--- src/rtl/ctrl_pkg.sv ---
// Shared control definitions for the RV32IM multi-cycle sequencer and its datapath:
// state encoding, opcodes, ALU op codes, trap causes and the latched control bundle.
package ctrl_pkg;

    typedef enum logic [2:0] {
        ST_FETCH  = 3'd0,
        ST_DECODE = 3'd1,
        ST_EXEC   = 3'd2,
        ST_MEM    = 3'd3,
        ST_MULDIV = 3'd4,
        ST_WB     = 3'd5,
        ST_TRAP   = 3'd6
    } state_e;

    localparam logic [6:0] OP_R      = 7'b0110011;
    localparam logic [6:0] OP_I      = 7'b0010011;
    localparam logic [6:0] OP_LW     = 7'b0000011;
    localparam logic [6:0] OP_SW     = 7'b0100011;
    localparam logic [6:0] OP_BEQ    = 7'b1100011;
    localparam logic [6:0] F7_MULDIV = 7'b0000001;

    localparam logic [1:0] ALU_ADD   = 2'b00;
    localparam logic [1:0] ALU_SUB   = 2'b01;
    localparam logic [1:0] ALU_FUNCT = 2'b10;

    localparam logic [1:0] CAUSE_NONE    = 2'b00;
    localparam logic [1:0] CAUSE_ILLEGAL = 2'b01;
    localparam logic [1:0] CAUSE_IFETCH  = 2'b10;
    localparam logic [1:0] CAUSE_DMEM    = 2'b11;

    typedef struct packed {
        logic       reg_write;
        logic       mem_read;
        logic       mem_write;
        logic       mem_to_reg;
        logic       branch;
        logic [1:0] alu_op;
        logic       alu_src;
    } ctrl_bundle_t;

endpackage

--- src/rtl/main_decoder.sv ---
// Combinational opcode/funct7 decode into the control bundle plus an illegal flag.
// RV32M_EN makes funct7=0000001 on the R opcode a legal multiply/divide.
module main_decoder
    import ctrl_pkg::*;
(
    input  logic [6:0]   opcode_i,
    input  logic [6:0]   funct7_i,
    output ctrl_bundle_t bundle_o,
`ifdef RV32M_EN
    output logic         muldiv_o,
`endif
    output logic         illegal_o
);

    always_comb begin
        bundle_o  = '0;
        illegal_o = 1'b0;
`ifdef RV32M_EN
        muldiv_o  = 1'b0;
`endif
        case (opcode_i)
            OP_R: begin
                bundle_o.reg_write = 1'b1;
                bundle_o.alu_op    = ALU_FUNCT;
                if (funct7_i == F7_MULDIV) begin
`ifdef RV32M_EN
                    muldiv_o  = 1'b1;
`else
                    illegal_o = 1'b1;
`endif
                end
            end
            OP_I: begin
                bundle_o.reg_write = 1'b1;
                bundle_o.alu_op    = ALU_FUNCT;
                bundle_o.alu_src   = 1'b1;
            end
            OP_LW: begin
                bundle_o.mem_read   = 1'b1;
                bundle_o.mem_to_reg = 1'b1;
                bundle_o.reg_write  = 1'b1;
                bundle_o.alu_op     = ALU_ADD;
                bundle_o.alu_src    = 1'b1;
            end
            OP_SW: begin
                bundle_o.mem_write = 1'b1;
                bundle_o.alu_op    = ALU_ADD;
                bundle_o.alu_src   = 1'b1;
            end
            OP_BEQ: begin
                bundle_o.branch = 1'b1;
                bundle_o.alu_op = ALU_SUB;
            end
            default: illegal_o = 1'b1;
        endcase
    end

endmodule

--- src/rtl/multicycle_control_fsm.sv ---
// Multi-cycle RV32IM sequencer: FETCH/DECODE/EXEC/MEM/MULDIV/WB/TRAP with bus timeouts
// and a retired-instruction counter. RV32M_EN enables the MULDIV state and muldiv_start.
module multicycle_control_fsm
    import ctrl_pkg::*;
#(
    parameter int MEM_TIMEOUT = 15,
    parameter int INSTRET_W   = 32
) (
    input  logic                 clk,
    input  logic                 rst,
    input  logic [6:0]           opcode,
    input  logic [6:0]           funct7,
    input  logic                 imem_ready,
    input  logic                 dmem_ready,
    input  logic                 muldiv_done,
    output logic                 imem_req,
    output logic                 ir_load,
    output logic                 pc_write,
    output logic                 branch,
    output logic                 mem_read,
    output logic                 mem_write,
    output logic                 mem_to_reg,
    output logic [1:0]           alu_op,
    output logic                 alu_src,
    output logic                 reg_write,
    output logic                 muldiv_start,
    output logic                 trap,
    output logic [1:0]           trap_cause,
    output logic [INSTRET_W-1:0] instret
);

    localparam logic [2:0] S_FETCH  = ST_FETCH;
    localparam logic [2:0] S_DECODE = ST_DECODE;
    localparam logic [2:0] S_EXEC   = ST_EXEC;
    localparam logic [2:0] S_MEM    = ST_MEM;
    localparam logic [2:0] S_WB     = ST_WB;
    localparam logic [2:0] S_TRAP   = ST_TRAP;
`ifdef RV32M_EN
    localparam logic [2:0] S_MULDIV = ST_MULDIV;
`endif

    localparam int               TMO_W   = $clog2(MEM_TIMEOUT + 1);
    localparam logic [TMO_W-1:0] TMO_MAX = TMO_W'(MEM_TIMEOUT);

    logic [2:0]           state_q, state_d;
    ctrl_bundle_t         bundle_q, bundle_d;
    ctrl_bundle_t         dec_bundle;
    logic                 dec_illegal;
    logic [TMO_W-1:0]     tmo_q, tmo_d;
    logic [1:0]           cause_q, cause_d;
    logic [INSTRET_W-1:0] instret_q, instret_d;
    logic                 retire;

`ifdef RV32M_EN
    logic dec_muldiv;
    logic md_busy_q, md_busy_d;
`endif

    main_decoder u_main_decoder (
        .opcode_i  (opcode),
        .funct7_i  (funct7),
        .bundle_o  (dec_bundle),
`ifdef RV32M_EN
        .muldiv_o  (dec_muldiv),
`endif
        .illegal_o (dec_illegal)
    );

    // tmo_d defaults to 0, so any state change clears the timeout count.
    always_comb begin
        state_d  = state_q;
        bundle_d = bundle_q;
        cause_d  = cause_q;
        tmo_d    = '0;
        retire   = 1'b0;
        case (state_q)
            S_FETCH: begin
                if (imem_ready) begin
                    state_d = S_DECODE;
                end else if (tmo_q == TMO_MAX) begin
                    state_d = S_TRAP;
                    cause_d = CAUSE_IFETCH;
                end else begin
                    tmo_d = tmo_q + 1'b1;
                end
            end
            S_DECODE: begin
                bundle_d = dec_bundle;
                if (dec_illegal) begin
                    state_d = S_TRAP;
                    cause_d = CAUSE_ILLEGAL;
`ifdef RV32M_EN
                end else if (dec_muldiv) begin
                    state_d = S_MULDIV;
`endif
                end else begin
                    state_d = S_EXEC;
                end
            end
            S_EXEC: begin
                if (bundle_q.mem_read || bundle_q.mem_write) begin
                    state_d = S_MEM;
                end else if (bundle_q.branch) begin
                    state_d = S_FETCH;
                    retire  = 1'b1;
                end else begin
                    state_d = S_WB;
                end
            end
            S_MEM: begin
                if (dmem_ready) begin
                    if (bundle_q.mem_read) begin
                        state_d = S_WB;
                    end else begin
                        state_d = S_FETCH;
                        retire  = 1'b1;
                    end
                end else if (tmo_q == TMO_MAX) begin
                    state_d = S_TRAP;
                    cause_d = CAUSE_DMEM;
                end else begin
                    tmo_d = tmo_q + 1'b1;
                end
            end
`ifdef RV32M_EN
            S_MULDIV: begin
                if (muldiv_done) state_d = S_WB;
            end
`endif
            S_WB: begin
                state_d = S_FETCH;
                retire  = 1'b1;
            end
            S_TRAP: begin
                state_d = S_TRAP;
            end
            default: state_d = S_FETCH;
        endcase
    end

    assign instret_d = retire ? instret_q + 1'b1 : instret_q;

    always_ff @(posedge clk or posedge rst) begin
        if (rst) begin
            state_q   <= S_FETCH;
            bundle_q  <= '0;
            tmo_q     <= '0;
            cause_q   <= CAUSE_NONE;
            instret_q <= '0;
        end else begin
            state_q   <= state_d;
            bundle_q  <= bundle_d;
            tmo_q     <= tmo_d;
            cause_q   <= cause_d;
            instret_q <= instret_d;
        end
    end

`ifdef RV32M_EN
    // Set after the first MULDIV cycle so the start strobe is a single pulse.
    assign md_busy_d = (state_q == S_MULDIV);

    always_ff @(posedge clk or posedge rst) begin
        if (rst) md_busy_q <= 1'b0;
        else     md_busy_q <= md_busy_d;
    end

    assign muldiv_start = (state_q == S_MULDIV) && !md_busy_q;
`else
    logic unused_muldiv_done;
    assign unused_muldiv_done = muldiv_done;
    assign muldiv_start       = 1'b0;
`endif

    // FETCH strobes are held low while reset is asserted.
    assign imem_req   = !rst && (state_q == S_FETCH);
    assign ir_load    = imem_req && imem_ready;
    assign pc_write   = imem_req && imem_ready;

    assign alu_op     = (state_q == S_EXEC) ? bundle_q.alu_op : 2'b00;
    assign alu_src    = (state_q == S_EXEC) && bundle_q.alu_src;
    assign branch     = (state_q == S_EXEC) && bundle_q.branch;
    assign mem_read   = (state_q == S_MEM)  && bundle_q.mem_read;
    assign mem_write  = (state_q == S_MEM)  && bundle_q.mem_write;
    assign reg_write  = (state_q == S_WB)   && bundle_q.reg_write;
    assign mem_to_reg = (state_q == S_WB)   && bundle_q.mem_to_reg;

    assign trap       = (state_q == S_TRAP);
    assign trap_cause = cause_q;
    assign instret    = instret_q;

endmodule

--- config.mk ---
export PLATFORM = sky130hd
export DESIGN_NAME = multicycle_control_fsm
export DESIGN_NICKNAME = d
export VERILOG_FILES = /design/src/rtl/ctrl_pkg.sv /design/src/rtl/main_decoder.sv /design/src/rtl/multicycle_control_fsm.sv
export SDC_FILE = /design/constraint.sdc
export NUM_CORES = 1
export LEC_CHECK = 0
export CORE_MARGIN = 10
export CORE_UTILIZATION = 48
export CTS_CLUSTER_DIAMETER = 40
export DETAILED_ROUTE_END_ITERATION = 8
export GPL_ROUTABILITY_DRIVEN = 0
export PLACE_DENSITY = 0.79
export SLEW_MARGIN = 20
export SYNTH_ARGS = -nofsm -noshare
export SYNTH_HDL_FRONTEND = slang
export SYNTH_SLANG_ARGS = --single-unit
--- constraint.sdc ---
create_clock -name clk -period 2.5 [get_ports clk]
set_clock_uncertainty 0.15 [all_clocks]
set_input_delay 0.25 -clock clk [delete_from_list [all_inputs] [get_ports clk]]
set_output_delay 0.25 -clock clk [all_outputs]
set_load 0.005 [all_outputs]
# == Yosys cells after proc, flatten, opt, wreduce, memory -nomap -nowiden ==
# Index checks and enable logic that the tools add are counted.
# word_totals
regBits,48
in_bits,19
output_inout_bits,47
word_cells,78
# op_classes
addsub,2
n_eq_ne,17
muxes,32
reduce_logical,17
# ops
op,count
"adder 32 x 1 -> 32 bit, second input constant",1
two-way mux 3 bit,7
case mux 3 bit (5 select lines),1
"== test 7 x 6 -> 1 bit, second input constant",2
two-way mux 2 bit,6
two-way mux 4 bit,3
two-way mux 1 bit,10
"inequality test 2 bit, second input constant",5
logical AND 1 bit,8
case mux 4 bit (2 select lines),1
"== test 7 x 1 -> 1 bit, second input constant",1
"== test 7 x 2 -> 1 bit, second input constant",1
"== test 7 x 5 -> 1 bit, second input constant",1
"== test 7 bit, second input constant",1
"== test 3 x 2 -> 1 bit, second input constant",2
"== test 3 bit, second input constant",2
case mux 2 bit (3 select lines),1
AND reduction 6 bit,1
OR reduction 3 bit,2
"adder 4 x 1 -> 4 bit, second input constant",1
"== test 4 bit, second input constant",1
case mux 2 bit (2 select lines),1
OR reduction 4 bit,1
"== test 3 x 1 -> 1 bit, second input constant",1
other kinds (7),7

# == Logic depth before layout (Yosys ltp) ==
# logic_depth
ltp_word,5
ltp_mapped,7
mapped_depth_nobuf,6

# == By module ==
# From an unflattened synthesis, not the netlist that was laid out.
# hier_totals
cells_unflattened,236
hier_area_um2,2529.9
# modules_own_cells
module,instances,cells_per_inst,area_per_inst_um2,seq_area_each_um2
multicycle_control_fsm,1,218,2407.3,1226.2
main_decoder,1,18,122.6,0.0

# == Worst setup path after synthesis ==
# No wires, ideal clock.
# synth_path
path_kind,flip-flop to flip-flop
start,register bundle_q[4] (netlist name)
end,register instret_q[28] (netlist: instret[28])
setup_time_ns,0.124
t_arrival_ns,1.491
t_required_ns,2.226
setup_slack_ns,0.735
path_stages_with_launch,8
path_buffers,2
cell_sequence,dfrtp_1 -> buf_6 -> and4bb_1 -> o21ai_2 -> a211oi_2 -> buf_4 -> nand4_1 -> xnor2_1
# synth_lines
element,line,source
"end signal, assigned",multicycle_control_fsm.sv:155,instret_q <= instret_d;
"end, declared",multicycle_control_fsm.sv:51,"logic [INSTRET_W-1:0] instret_q, instret_d;"

# == Final worst setup path ==
# layout_path
start,register state_q[2]
end,output pc_write
# layout_between
elab_chain_len,3
# layout_lines
element,line,source
"start, declared",multicycle_control_fsm.sv:45,"logic [2:0] state_q, state_d;"
"start signal, assigned",multicycle_control_fsm.sv:151,state_q <= state_d;
zero test 3 bit,multicycle_control_fsm.sv:176,assign imem_req = !rst && (state_q == S_FETCH);
logical AND 1 bit,multicycle_control_fsm.sv:176,
logical AND 1 bit,multicycle_control_fsm.sv:178,assign pc_write = imem_req && imem_ready;
"end, declared",multicycle_control_fsm.sv:18,"output logic pc_write,"
# No other way between the ends.

==> flow_summary.toml <==
[clock_tree]
numCtsBuffers = 5
cts_root_buf = "clkbuf_8"
cts_tree = "yes"
cts_hold_buf = 0
clk_latency_ns = 0.30
cts_buffer_depth = 2
clock_sinks = 48
cts_htree_levels = 2
clk_pin_slew_ns = 0.09

[floorplanning]
initial_utilization_pct = 50.5
die_x_um = 90.9
io_pins = 66
rows = 25
die_area_um2 = 8270
fp.dieH_um = 90.9
core_um2 = 4790

[critical_path]
startpoint_type = "flop"
critical_path_class = "reg -> out"
critPathArrivalTime_ns = 1.92
r2r_end = "instret[9]"
end_kind = "output port"
reg2reg_slack_ns = 0.35
cp.required_ns = 2.10
crit_fanout = 17
reg2reg_depth = 6
rr_startpoint = "state_q[2]"

[layout]
stdcell_count = 368
final_area_um2 = 3240
drive_gt1_share_pct = 8.64
fin_nets = 321
antenna_cells = 0
final_util_pct = 67.7
area_growth_pct = 34.1

[logic_synthesis]
synth.area.top_cells = "dfrtp_1, xnor2_1, nand3_1, and3_1, nand2_1"
netlist_instances = 234
synth_edf_count = 0
netlist_top_cells_count = "dfrtp_1, xnor2_1, nand3_1"
syn-cell-area_um2 = 2410
synthMostInstantiatedCell = "dfrtp_1"
syn_nets = 255
avgSynthCellArea_um2 = 10.3
synth_top_area_share_pct = 49.7
ys_warn_count = 0
synth_ff_type = "dfrtp_1"
seq_area_frac_synth_pct = 49.7
ys_ff_latch = 48
synth_cell_types = 43
synthArstFlopShare_pct = 100
yosysTopAreaCell = "dfrtp_1"

[routing]
dr_wl_met2_um = 2870
first_pass_iters = 4
drt-vias-per-instance = 5.32
post_drt_wl_per_cell_um = 15.6
routed-wl-met3_um = 334
postRouteAntennaNets = 0
drc = 0
wl_met1_um = 2480
highest_layer = "met4"
vias = 1958
wirelength_um = 5740
drt_iter0_drc = 152

[sta]
rsz0062_at_grt = "no"
finalMaxSlewViolations = 0
fin_crit_ns = 2.32
hold_viol_final = 0
min_period_over_period_pct = 92.9
finalSetupViolCount = 0
max_clock_freq_ghz = 0.431
fin_tns_setup_ns = 0

[placement]
placed_cell_area_um2 = 3130
hpwl_um = 4370
portBuffers = 63
place_inst = 360

[global_routing]
gr-usage-all-layers_pct = 13.7
first_global_vias = 1945
antenna_found_initial = 0
grt_pass1_wl_um = 9580
overflow = 0
grt_max_degree = 28

[outcome]
status = "finished, final reports clean"

[min_path]
hold_path.class = "in -> async"

[run]
max_cap_viol_count = 0

[power]
ir_worst_vdd_v = 0.000552
p_total_w = 0.00206
p_per_area_nw_per_um2 = 635
p_leak_nw = 1.37
## how the worst max path moves through the flow
stage	startpoint	to	slack [ns]	cells after the start
after floorplan	bundle_q[4]	instret[28]	0.74	7
after global placement	state_q[2]	instret[9]	0.41	6
after detailed placement	state_q[2]	instret[9]	0.35	6
after CTS	state_q[1]	pc_write	0.10	3
after global routing	state_q[2]	ir_load	0.09	3
final	state_q[2]	pc_write	0.18	3
## layout by cell type (no fill, tap or decap), types with 4 or more instances in the layout
cell type        instances
clkdlybuf4s50_1         63
dfrtp_1                 47
xnor2_1                 27
nand3_1                 17
nand2_1                 16
nor2_1                  15
and3_1                  13
nand4_1                  9
o21ai_0                  8
inv_1                    7
a21oi_1                  6
xor2_1                   5
clkbuf_8                 5
buf_4                    5
nor2b_1                  4
nand2b_1                 4
## sequential cells by signal (all words and copies together), names as in the netlist
signal	flops
instret	32
bundle_q	7
tmo_q	4
state_q	3
trap_cause	2
## worst max-delay path, cell delays in order (launching register included)
cell and delay, ns:
dfrtp_1 0.56, nor4_1 0.37, and2_1 0.19, clkdlybuf4s50_1 0.51
## routing by layer
metal | vias to the layer above | global-route usage [%]
met5 | - | 0
met4 | 0 | 4.31
met1 | 949 | 16.6
met2 | 45 | 23.3
met3 | 5 | 3.70
li1 | 959 | -
## logic make-up after synthesis
family	count (synthesis)	share of synthesized area, %
mux	2	0.933
simple gates	100	23.5
buf+inv	18	3.78
other cells	1	0.155
compound gates	31	9.22
xor+xnor	32	11.6
fa+ha+maj	2	1.04
flops	48	49.7
## what timing repair did
item / CTS / global route
endpoints found under the hold margin: 0 / 0
gates resized for setup: 0 / 1
buffers inserted: 0 / 0
setup endpoints to repair: 0 / 4
## report_power, final
part           internal, W  switching (W)
logic             0.000267       0.000242
clock network     0.000296       0.000260
registers         0.000853       0.000137
total              0.00142       0.000639
## metrics by stage
step                hold slack [ns]  setup slack, ns
finish                        0.175            0.178
global route                  0.207           0.0873
CTS                           0.191            0.103
detailed placement            0.316            0.351
global placement              0.313            0.411
floorplan                     0.195            0.735
## final cells by class
class,instances,area (um2)
Fill cell,390,1550
Clock inverter,3,42.5
Timing Repair Buffer,69,688
Sequential cell,48,1200
Clock buffer,5,68.8
Multi-Input combinational cell,168,1120
Inverter,8,30.0
Tap cell,67,83.8
Power figures use the tool's default switching activity.
